===== src/rtl/axi4lite_buffered_bridge.sv =====
// AXI4-Lite bridge with a FIFO on each of the five channels and bounded outstanding counts.
// Define AXIL_BRIDGE_ERR_CNT_EN to add saturating error-response counters with a clear input.

module axi4lite_buffered_bridge_fifo #(
    parameter int WIDTH = 8,
    parameter int DEPTH = 4
) (
    input  logic             clk,
    input  logic             rst,
    input  logic             push,
    input  logic [WIDTH-1:0] din,
    input  logic             pop,
    output logic [WIDTH-1:0] dout,
    output logic             full,
    output logic             empty
);
    localparam int PW = $clog2(DEPTH);
    localparam logic [PW:0] PONE = {{PW{1'b0}}, 1'b1};

    logic [WIDTH-1:0] mem [DEPTH];
    logic [PW:0]      wptr;
    logic [PW:0]      rptr;

    // Extra pointer MSB separates full (MSBs differ) from empty (equal).
    assign empty = (wptr == rptr);
    assign full  = (wptr[PW] != rptr[PW]) && (wptr[PW-1:0] == rptr[PW-1:0]);
    assign dout  = mem[rptr[PW-1:0]];

    always_ff @(posedge clk or negedge rst) begin
        if (!rst) begin
            wptr <= '0;
            rptr <= '0;
            for (int i = 0; i < DEPTH; i++) begin
                mem[i] <= '0;
            end
        end else begin
            if (push && !full) begin
                mem[wptr[PW-1:0]] <= din;
                wptr              <= wptr + PONE;
            end
            if (pop && !empty) begin
                rptr <= rptr + PONE;
            end
        end
    end
endmodule

module axi4lite_buffered_bridge #(
    parameter int DATA_WIDTH = 32,
    parameter int ADDR_WIDTH = 32,
    parameter int DEPTH      = 4,
    parameter int MAX_OUTST  = 4
) (
    input  logic                    clk,
    input  logic                    rst,
    input  logic [ADDR_WIDTH-1:0]   s_awaddr,
    input  logic [2:0]              s_awprot,
    input  logic                    s_awvalid,
    output logic                    s_awready,
    input  logic [DATA_WIDTH-1:0]   s_wdata,
    input  logic [DATA_WIDTH/8-1:0] s_wstrb,
    input  logic                    s_wvalid,
    output logic                    s_wready,
    output logic [1:0]              s_bresp,
    output logic                    s_bvalid,
    input  logic                    s_bready,
    input  logic [ADDR_WIDTH-1:0]   s_araddr,
    input  logic [2:0]              s_arprot,
    input  logic                    s_arvalid,
    output logic                    s_arready,
    output logic [DATA_WIDTH-1:0]   s_rdata,
    output logic [1:0]              s_rresp,
    output logic                    s_rvalid,
    input  logic                    s_rready,
    output logic [ADDR_WIDTH-1:0]   m_awaddr,
    output logic [2:0]              m_awprot,
    output logic                    m_awvalid,
    input  logic                    m_awready,
    output logic [DATA_WIDTH-1:0]   m_wdata,
    output logic [DATA_WIDTH/8-1:0] m_wstrb,
    output logic                    m_wvalid,
    input  logic                    m_wready,
    input  logic [1:0]              m_bresp,
    input  logic                    m_bvalid,
    output logic                    m_bready,
    output logic [ADDR_WIDTH-1:0]   m_araddr,
    output logic [2:0]              m_arprot,
    output logic                    m_arvalid,
    input  logic                    m_arready,
    input  logic [DATA_WIDTH-1:0]   m_rdata,
    input  logic [1:0]              m_rresp,
    input  logic                    m_rvalid,
    output logic                    m_rready
`ifdef AXIL_BRIDGE_ERR_CNT_EN
    ,
    input  logic                    err_clr,
    output logic [7:0]              err_cnt_wr,
    output logic [7:0]              err_cnt_rd
`endif
);
    localparam int SW = DATA_WIDTH / 8;
    localparam int AE = ADDR_WIDTH + 3;
    localparam int WE = DATA_WIDTH + SW;
    localparam int RE = DATA_WIDTH + 2;
    localparam logic [3:0] MAXO = 4'(MAX_OUTST);

    logic aw_full, aw_empty, aw_push, aw_pop;
    logic w_full, w_empty, w_push, w_pop;
    logic b_full, b_empty, b_push, b_pop;
    logic ar_full, ar_empty, ar_push, ar_pop;
    logic r_full, r_empty, r_push, r_pop;
    logic [3:0] wr_cnt;
    logic [3:0] rd_cnt;

    // Readies depend on registered state only.
    assign s_awready = !aw_full && (wr_cnt < MAXO);
    assign s_wready  = !w_full;
    assign s_arready = !ar_full && (rd_cnt < MAXO);
    assign m_bready  = !b_full;
    assign m_rready  = !r_full;

    assign m_awvalid = !aw_empty;
    assign m_wvalid  = !w_empty;
    assign s_bvalid  = !b_empty;
    assign m_arvalid = !ar_empty;
    assign s_rvalid  = !r_empty;

    assign aw_push = s_awvalid && s_awready;
    assign aw_pop  = m_awvalid && m_awready;
    assign w_push  = s_wvalid && s_wready;
    assign w_pop   = m_wvalid && m_wready;
    assign b_push  = m_bvalid && m_bready;
    assign b_pop   = s_bvalid && s_bready;
    assign ar_push = s_arvalid && s_arready;
    assign ar_pop  = m_arvalid && m_arready;
    assign r_push  = m_rvalid && m_rready;
    assign r_pop   = s_rvalid && s_rready;

    axi4lite_buffered_bridge_fifo #(.WIDTH(AE), .DEPTH(DEPTH)) u_aw (
        .clk(clk), .rst(rst),
        .push(aw_push), .din({s_awprot, s_awaddr}),
        .pop(aw_pop), .dout({m_awprot, m_awaddr}),
        .full(aw_full), .empty(aw_empty)
    );

    axi4lite_buffered_bridge_fifo #(.WIDTH(WE), .DEPTH(DEPTH)) u_w (
        .clk(clk), .rst(rst),
        .push(w_push), .din({s_wstrb, s_wdata}),
        .pop(w_pop), .dout({m_wstrb, m_wdata}),
        .full(w_full), .empty(w_empty)
    );

    axi4lite_buffered_bridge_fifo #(.WIDTH(2), .DEPTH(DEPTH)) u_b (
        .clk(clk), .rst(rst),
        .push(b_push), .din(m_bresp),
        .pop(b_pop), .dout(s_bresp),
        .full(b_full), .empty(b_empty)
    );

    axi4lite_buffered_bridge_fifo #(.WIDTH(AE), .DEPTH(DEPTH)) u_ar (
        .clk(clk), .rst(rst),
        .push(ar_push), .din({s_arprot, s_araddr}),
        .pop(ar_pop), .dout({m_arprot, m_araddr}),
        .full(ar_full), .empty(ar_empty)
    );

    axi4lite_buffered_bridge_fifo #(.WIDTH(RE), .DEPTH(DEPTH)) u_r (
        .clk(clk), .rst(rst),
        .push(r_push), .din({m_rresp, m_rdata}),
        .pop(r_pop), .dout({s_rresp, s_rdata}),
        .full(r_full), .empty(r_empty)
    );

    always_ff @(posedge clk or negedge rst) begin
        if (!rst) begin
            wr_cnt <= '0;
            rd_cnt <= '0;
        end else begin
            unique case ({aw_push, b_pop})
                2'b10:   wr_cnt <= wr_cnt + 4'd1;
                2'b01:   wr_cnt <= wr_cnt - 4'd1;
                default: wr_cnt <= wr_cnt;
            endcase
            unique case ({ar_push, r_pop})
                2'b10:   rd_cnt <= rd_cnt + 4'd1;
                2'b01:   rd_cnt <= rd_cnt - 4'd1;
                default: rd_cnt <= rd_cnt;
            endcase
        end
    end

`ifdef AXIL_BRIDGE_ERR_CNT_EN
    // Clear takes priority; counts saturate at 255.
    always_ff @(posedge clk or negedge rst) begin
        if (!rst) begin
            err_cnt_wr <= '0;
            err_cnt_rd <= '0;
        end else if (err_clr) begin
            err_cnt_wr <= '0;
            err_cnt_rd <= '0;
        end else begin
            if (b_pop && s_bresp[1] && (err_cnt_wr != 8'hFF)) begin
                err_cnt_wr <= err_cnt_wr + 8'd1;
            end
            if (r_pop && s_rresp[1] && (err_cnt_rd != 8'hFF)) begin
                err_cnt_rd <= err_cnt_rd + 8'd1;
            end
        end
    end
`endif

    a_wr_underflow: assert property (@(posedge clk) disable iff (!rst)
        !(b_pop && (wr_cnt == 4'd0)));
    a_rd_underflow: assert property (@(posedge clk) disable iff (!rst)
        !(r_pop && (rd_cnt == 4'd0)));
endmodule

===== config.mk =====
export PLATFORM = sky130hd
export DESIGN_NAME = axi4lite_buffered_bridge
export DESIGN_NICKNAME = d
export VERILOG_FILES = /design/src/rtl/axi4lite_buffered_bridge.sv
export SDC_FILE = /design/constraint.sdc
export NUM_CORES = 1
export LEC_CHECK = 0
export CAP_MARGIN = 20
export CELL_PAD_IN_SITES_DETAIL_PLACEMENT = 1
export CELL_PAD_IN_SITES_GLOBAL_PLACEMENT = 1
export CORE_ASPECT_RATIO = 1.2
export CORE_UTILIZATION = 25
export CTS_CLUSTER_DIAMETER = 50
export CTS_CLUSTER_SIZE = 28
export DETAILED_ROUTE_END_ITERATION = 8
export GPL_ROUTABILITY_DRIVEN = 1
export PLACE_DENSITY = 0.53
export SLEW_MARGIN = 20
export SYNTH_ARGS = -nofsm -noshare
export SYNTH_HDL_FRONTEND = slang
export SYNTH_SLANG_ARGS = --single-unit

===== constraint.sdc =====
create_clock -name clk -period 2.32 [get_ports clk]
set_input_delay 0.464 -clock clk [delete_from_list [all_inputs] [get_ports clk]]
set_output_delay 0.464 -clock clk [all_outputs]
set_load 0.005 [all_outputs]

==> summary.md, run 1 <==
| Metric | Value |
|---|---|
| Final core occ | 35.1% |
| Skew final | 36.1 ps |
| Post-synth top flop | dfrtp_1 |
| DIE AREA | 0.108 sq mm |
| Root buffer cell | clkbuf_16 |
| Failing checks | setup timing |
| Reg2reg end | wr_cnt[2] |
| Nets@finish | 2,272 |
| Row count | 130 |
| Final WS setup | -358 ps |
| Worst hold slack | 354 ps |
| Leak Pwr | 15.6 nW |
| DRC | 0 |
| First-pass GRT wire length | 117 mm |
| Crit path launch type | flop |
| Largest net degree at the start of global routing | 60 |
| Sequential area share after synthesis | 56.9% |
| Critical path endpoint | m_wdata[24] |
| Clock sink count | 606 |
| Number of antenna violations at the first check in global routing | 13 |
| Clock buffer depth | 3 |
| Worst VDD drop | 0.649 mV |
| Slowest stage delay, CP | 450 ps |
| Origin of the worst setup path | u_w.rptr[0] |
| CTS tree | done |
| Die Width | 300 um |
| Slowest stage cell on the critical path | dfrtp_2 |
| All-Layer GR Usage | 14.1% |
| Slew HR | 58.9% |
| Place WS | -174 ps |
| Gpl congestion | 0.712 |
| Reg clk slew, reported paths | 50 ps |
| Area added between synthesis and finish | 38.4% |
| Via density | 4.42 |
| Most frequent cells in the layout | dfrtp_1 (597), mux2_2 (577), clkdlybuf4s50_1 (152), mux4_2 (142), buf_6 (124) |
| I/O Pins | 306 |
| Worst Tran Pin Value | 617 ps |
| Total Power | 0.0595 W |
| DR WL/cell | 20.8 um |
| Drt pass-1 iters | 4 |
| Combined area of all synthesized cells | 0.0266 sq mm |
| IO Port Bufs | 305 |
| Final Critical Period | 2680 ps |
| Die Ht | 360 um |
| Critical path cell sequence | buf_12 -> buf_12 -> buf_12 -> buf_6 -> mux4_2 -> buf_2 |
| Net count after synthesis | 1,759 |
| Clock latency on the worst-skew pair | 670 ps |
| Average size of a mapped cell | 16.9 sq um |
| Status | finished with violations |
| Hpwl dp | 46.9 mm |
| Worst r2r src | u_aw.rptr[0] |
| FMAX | 373 MHz |
| Post-DRT Antenna Nets | 0 |
| Worst R2R Setup Slack | -220 ps |
| Most common cell after layout, fill and taps aside | dfrtp_1 |
| Final setup vio count | 147 |
| Worst min-delay path category | in -> async |
| CP arrival | 2210 ps |
| Path type of the worst setup path | reg -> out |
| Post-synth ARST share | 100% |
| Pwr/cell area | 1610 mW/mm^2 |
| # Max-Cap Violations | 0 |
| Routed wire length | 74.0 mm |
| RSZ-0062 raised after global routing | true |
| Final hold vios | 0 |
| Critical Path RT | 1860 ps |
| Area after DPL | 0.0324 sq mm |
| Worst reg2reg path depth | 12 |
| Fin area | 0.0369 sq mm |
| Unique masters post-synth | 27 |
| CP most frequent cell | buf_12 |
| Post-synth EDFFs | 0 |
| Yosys warning count | 0 |
| Final Max Slew Viols | 0 |
| Vias in the first global route | 18.8k |
| # fillers | 10.7k |
| Total CTS buffers | 88 |
| Fin crit share | 115% |
| Setup crit end kind | output port |
| CP Max Fanout | 5 |
| Initial Util | 25.3% |
| DR vias | 15.7k |
| Seq cells post-synth | 606 |
| Ratio of cells with drive above 1 in the final layout | 59.4% |
| H-tree Lvls | 3 |
| Syn Inst Count | 1,574 |
| DR iter-0 viols | 429 |
| Core Region | 0.105 sq mm |
| GRT overflow | 0 |
## report_power, final
part / total, W / switching, W / internal, W
Combinational: 0.0264 / 0.00986 / 0.0165
Clock: 0.0143 / 0.00562 / 0.00863
Sequential: 0.0188 / 0.00288 / 0.0160
## cell usage after synthesis (5+ instances only)
master / number / area share [%]
xnor2_1: 29 / 0.95
nand3_2: 8 / 0.30
buf_2: 51 / 0.96
dfrtp_1: 606 / 57
nand2_1: 10 / 0.14
buf_4: 12 / 0.34
inv_1: 15 / 0.21
xor2_1: 16 / 0.53
nand3_1: 8 / 0.15
buf_1: 10 / 0.14
mux4_2: 142 / 12
and2_1: 12 / 0.28
nand3b_1: 6 / 0.17
buf_6: 5 / 0.21
mux2_2: 577 / 24
clkbuf_1: 12 / 0.17
ha_1: 31 / 1.5
## repair_timing
| item | 4_1_cts | 5_1_grt |
|---|---|---|
| pin swaps | 12 | 20 |
| buffers inserted | 83 | 23 |
| gates cloned | 9 | 3 |
| hold buffers | 1 | 0 |
| setup endpoints to repair | 156 | 212 |
| resized for setup | 748 | 79 |
| endpoints found under the hold margin | 28 | 0 |
## worst max-delay path, delay by kind of cell (launching register included)
| family | cells | cell delay, ps |
|---|---|---|
| buf+inv | 5 | 670 |
| flops | 1 | 450 |
| mux | 1 | 440 |
## final cells by class
type	count	area [sq um]	area share, %
sequential	606	15200	41.1
timing repair buffer	513	5560	15.1
multi-input combinational	863	11200	30.3
tap	1386	1730	4.70
inverter	15	56.3	0.153
clock inverter	64	856	2.32
clock buffer	99	2300	6.25
antenna	5	12.5	0.0339
## routing by layer
metal | part of all wire [%] | track usage [%]
met5 | 0.10 | 0
met4 | 2.7 | 5.53
met3 | 4.9 | 3.14
met2 | 52 | 24.6
met1 | 40 | 16.6
## logic make-up (layout without fill, tap and decap cells)
family	count (synthesis)	after routing	share of synthesized area [%]
adder cells (fa/ha/maj)	31	31	1.46
AND/OR/NAND/NOR	52	52	1.24
flip-flops	606	606	56.9
multiplexers	720	720	36.4
buffers and inverters	105	691	2.03
other	0	5	0
AO/OA/AOI/OAI	15	15	0.474
XOR/XNOR	45	45	1.48
## worst min path at each step
stage                     from            to
after detailed placement   rst  u_w.mem[138]
after global placement     rst  u_w.mem[138]
after CTS                  rst   u_w.mem[53]
final                      rst  u_w.mem[138]
after global routing       rst   u_w.mem[53]
after floorplan            rst     rd_cnt[0]
## through the flow
| stage | setup TNS, ps | cells |
|---|---|---|
| 3_3_place_gp | -3620 | 3283 |
| 6_report | -29310 | 3551 |
| 4_1_cts | -45810 | 3538 |
| 2_1_floorplan | -35.1 | 1574 |
| 5_1_grt | -42340 | 3550 |
| 3_5_place_dp | -13530 | 3283 |
## flip-flops by register name, summed over array words and instances, names as in the netlist
register	cells
u_aw.wptr	3
u_r.rptr	3
u_b.rptr	3
u_ar.wptr	3
wr_cnt	4
u_ar.rptr	3
u_ar.mem	140
u_w.mem	144
u_r.wptr	3
u_aw.mem	140
u_r.mem	136
rd_cnt	4
u_b.mem	8
u_aw.rptr	3
u_w.wptr	3
u_w.rptr	3
u_b.wptr	3
(Power assumes the default switching activity.)
==> run 2, diff against run 1 <==
--- a/config.mk
+++ b/config.mk
@@ -9,12 +9,12 @@
 export CELL_PAD_IN_SITES_DETAIL_PLACEMENT = 1
 export CELL_PAD_IN_SITES_GLOBAL_PLACEMENT = 1
 export CORE_ASPECT_RATIO = 1.2
-export CORE_UTILIZATION = 25
+export CORE_UTILIZATION = 43
 export CTS_CLUSTER_DIAMETER = 50
 export CTS_CLUSTER_SIZE = 28
 export DETAILED_ROUTE_END_ITERATION = 8
 export GPL_ROUTABILITY_DRIVEN = 1
-export PLACE_DENSITY = 0.53
+export PLACE_DENSITY = 0.8
 export SLEW_MARGIN = 20
 export SYNTH_ARGS = -nofsm -noshare
 export SYNTH_HDL_FRONTEND = slang
==> summary.md, run 2 (synthesized netlist as in run 1, its figures left out) <==
| Metric | Value |
|---|---|
| Status | finished with violations |
| Failing checks | setup timing |
| Vias in the first global route | 18.5k (-1.2%) |
| # Max-Cap Violations | 0 (unchanged) |
| Reg clk slew, reported paths | 80 ps (+30 ps) |
| Setup crit end kind | output port |
| Clock buffer depth | 3 (unchanged) |
| Slew HR | 53.8% (-5.1 points) |
| Root buffer cell | clkbuf_16 |
| Worst R2R Setup Slack | -140 ps (+80 ps) |
| Total CTS buffers | 66 (-25%) |
| Routed wire length | 72.4 mm (-2.1%) |
| Final setup vio count | 146 (-0.68%) |
| CTS tree | done |
| Drt pass-1 iters | 4 (unchanged) |
| Clock latency on the worst-skew pair | 610 ps (-60 ps) |
| FMAX | 383 MHz (+2.4%) |
| Worst min-delay path category | in -> async |
| Worst reg2reg path depth | 11 (-1) |
| RSZ-0062 raised after global routing | true |
| Combinational share of power | 46.8% (+2.4 points) |
| Die Ht | 275 um (-24%) |
| Worst Tran Pin Value | 693 ps (+76.0 ps) |
| I/O Pins | 306 (unchanged) |
| DIE AREA | 0.0630 sq mm (-42%) |
| Initial Util | 43.6% (+18 points) |
| Most common cell after layout, fill and taps aside | dfrtp_1 |
| DR vias | 15.9k (+1.0%) |
| Nets@finish | 2,250 (-0.97%) |
| Reg2reg end | rd_cnt[2] |
| Critical Path RT | 1860 ps (about the same) |
| Final WS setup | -294 ps (+63.9 ps) |
| Crit path launch type | flop |
| Most frequent cells in the layout | dfrtp_1 (598), mux2_2 (577), clkdlybuf4s50_1 (152), mux4_2 (142), buf_6 (126) |
| DR WL/cell | 24.7 um (+18%) |
| # fillers | 5,524 (-48%) |
| Number of antenna violations at the first check in global routing | 10 (-3) |
| Finished Layout Cells | 2,934 (-17%) |
| Clock sink count | 606 (unchanged) |
| Sw Pwr | 0.0183 W (-0.15%) |
| CP Max Fanout | 4 (-1) |
| H-tree Lvls | 3 (unchanged) |
| Skew final | 29.4 ps (-6.68 ps) |
| Final Max Slew Viols | 0 (unchanged) |
| First-pass GRT wire length | 112 mm (-3.6%) |
| CP arrival | 2150 ps (-60 ps) |
| GRT overflow | 0 (unchanged) |
| Final Critical Period | 2610 ps (-63.9 ps) |
| Post-DRT Antenna Nets | 0 (unchanged) |
| Clock share of power | 19.6% (-4.4 points) |
| Worst VDD drop | 0.947 mV (+46%) |
| Cell Int Power | 0.0391 W (-4.8%) |
| Max reg flops | 144 (unchanged) |
| Hpwl dp | 42.2 mm (-10%) |
| Ratio of cells with drive above 1 in the final layout | 59.0% (-0.35 points) |
| Fin crit share | 113% (-2.8 points) |
| Top Registers | u_w.mem: 144 flops, u_ar.mem: 140 flops, u_aw.mem: 140 flops |
| Core Region | 0.0611 sq mm (-42%) |
| Final core occ | 58.1% (+23 points) |
| All-Layer GR Usage | 23.2% (+9.1 points) |
| Leak Pwr | 15.3 nW (-2.2%) |
| Pwr/cell area | 1620 mW/mm^2 (+0.55%) |
| Row count | 99 (-24%) |
| DR iter-0 viols | 584 (+36%) |
| Gpl congestion | 0.765 (+7.5%) |
| Area added between synthesis and finish | 33.0% |
| Die Width | 229 um (-24%) |
| DRC | 0 (unchanged) |
| Top reg by flops | u_w.mem |
| Seq pwr share | 33.5% (+1.8 points) |
| Largest net degree at the start of global routing | 72 (+20%) |
| Worst r2r src | u_ar.rptr[0] |
| Via density | 5.41 (+22%) |
| IO Port Bufs | 305 (unchanged) |
| Final hold vios | 0 (unchanged) |
| Path type of the worst setup path | reg -> out |
| Switch share | 31.9% (+1.0 points) |
| Placed cell count | 2,688 (-18%) |
| Place WS | -116 ps (+57.6 ps) |
| Worst hold slack | 438 ps (+84.8 ps) |
-- run 2: changes by cell type in the layout (fill, tap and decap cells not counted), sizes merged, moves of 2 or more --
cell,change
clkbuf,-33
diode,+4
bufinv,-4
clkinvlp,-8
inv,-3
buf,+4
clkdlybuf4s15,+2
-- run 2: how the worst max path moves through the flow --
| stage | start | to | cells past startpoint | slack, ps |
|---|---|---|---|---|
| after floorplan | u_aw.rptr[1] | wr_cnt[2] | 11 | -20 |
| after global placement | s_rready | rd_cnt[3] | 9 | -50 |
| after CTS | u_ar.rptr[0] | m_araddr[19] | 5 | -340 |
| after global routing | u_w.rptr[0] | m_wdata[24] | 6 | -330 |
| after detailed placement | s_rready | rd_cnt[3] | 9 | -120 |
| final | u_w.rptr[0] | m_wdata[31] | 6 | -290 |
-- run 2: what timing repair did --
action,CTS,global route
gates cloned,12,2
setup buffers,95,32
hold buffers,1,0
gates resized for setup,765,89
endpoints found under the hold margin,41,0
setup endpoints to repair,153,230
pin swaps,9,20
-- run 2: cell type report --
cell class              count  area, sq um  area share (%)
inverters                  15         56.3           0.159
multi-input cells         863        11300            31.9
repair buffers            513         5540            15.6
diodes                      9         22.5          0.0635
clock inverters            50          623            1.76
well taps                 808         1010            2.85
clock buffers              70         1710            4.82
flip-flops and latches    606        15200            42.8
-- run 2: per-layer routing --
metal	GRT usage, %	wire (um)
met1	27.9	28300
met2	40.9	38900
met5	0	13
met3	4.20	2690
met4	9.81	2480
-- run 2: critical path, cell delays in order, from the launching register on --
cell and delay, ps:
dfrtp_2 420, buf_6 130, buf_6 130, buf_16 130, buf_6 110, mux4_2 460
buf_6 140
-- run 2: stage by stage --
| step | power (W) | area [sq um] | setup TNS (ps) |
|---|---|---|---|
| after floorplan | 0.0320 | 26700 | -35.1 |
| after global placement | 0.0415 | 31500 | -55.6 |
| after detailed placement | 0.0428 | 31500 | -146 |
| after CTS | 0.0566 | 35100 | -29910 |
| after global routing | 0.0604 | 35500 | -33330 |
| final | 0.0575 | 35500 | -22720 |
-- run 2: power by group through the flow --
| stage | Sequential (W) | Combinational, W | Clock [W] |
|---|---|---|---|
| after CTS | 0.0190 | 0.0261 | 0.0115 |
| after global placement | 0.0184 | 0.0230 | 0 |
| after detailed placement | 0.0190 | 0.0238 | 0 |
| after floorplan | 0.0179 | 0.0141 | 0 |
| final | 0.0193 | 0.0269 | 0.0113 |
| after global routing | 0.0199 | 0.0287 | 0.0119 |
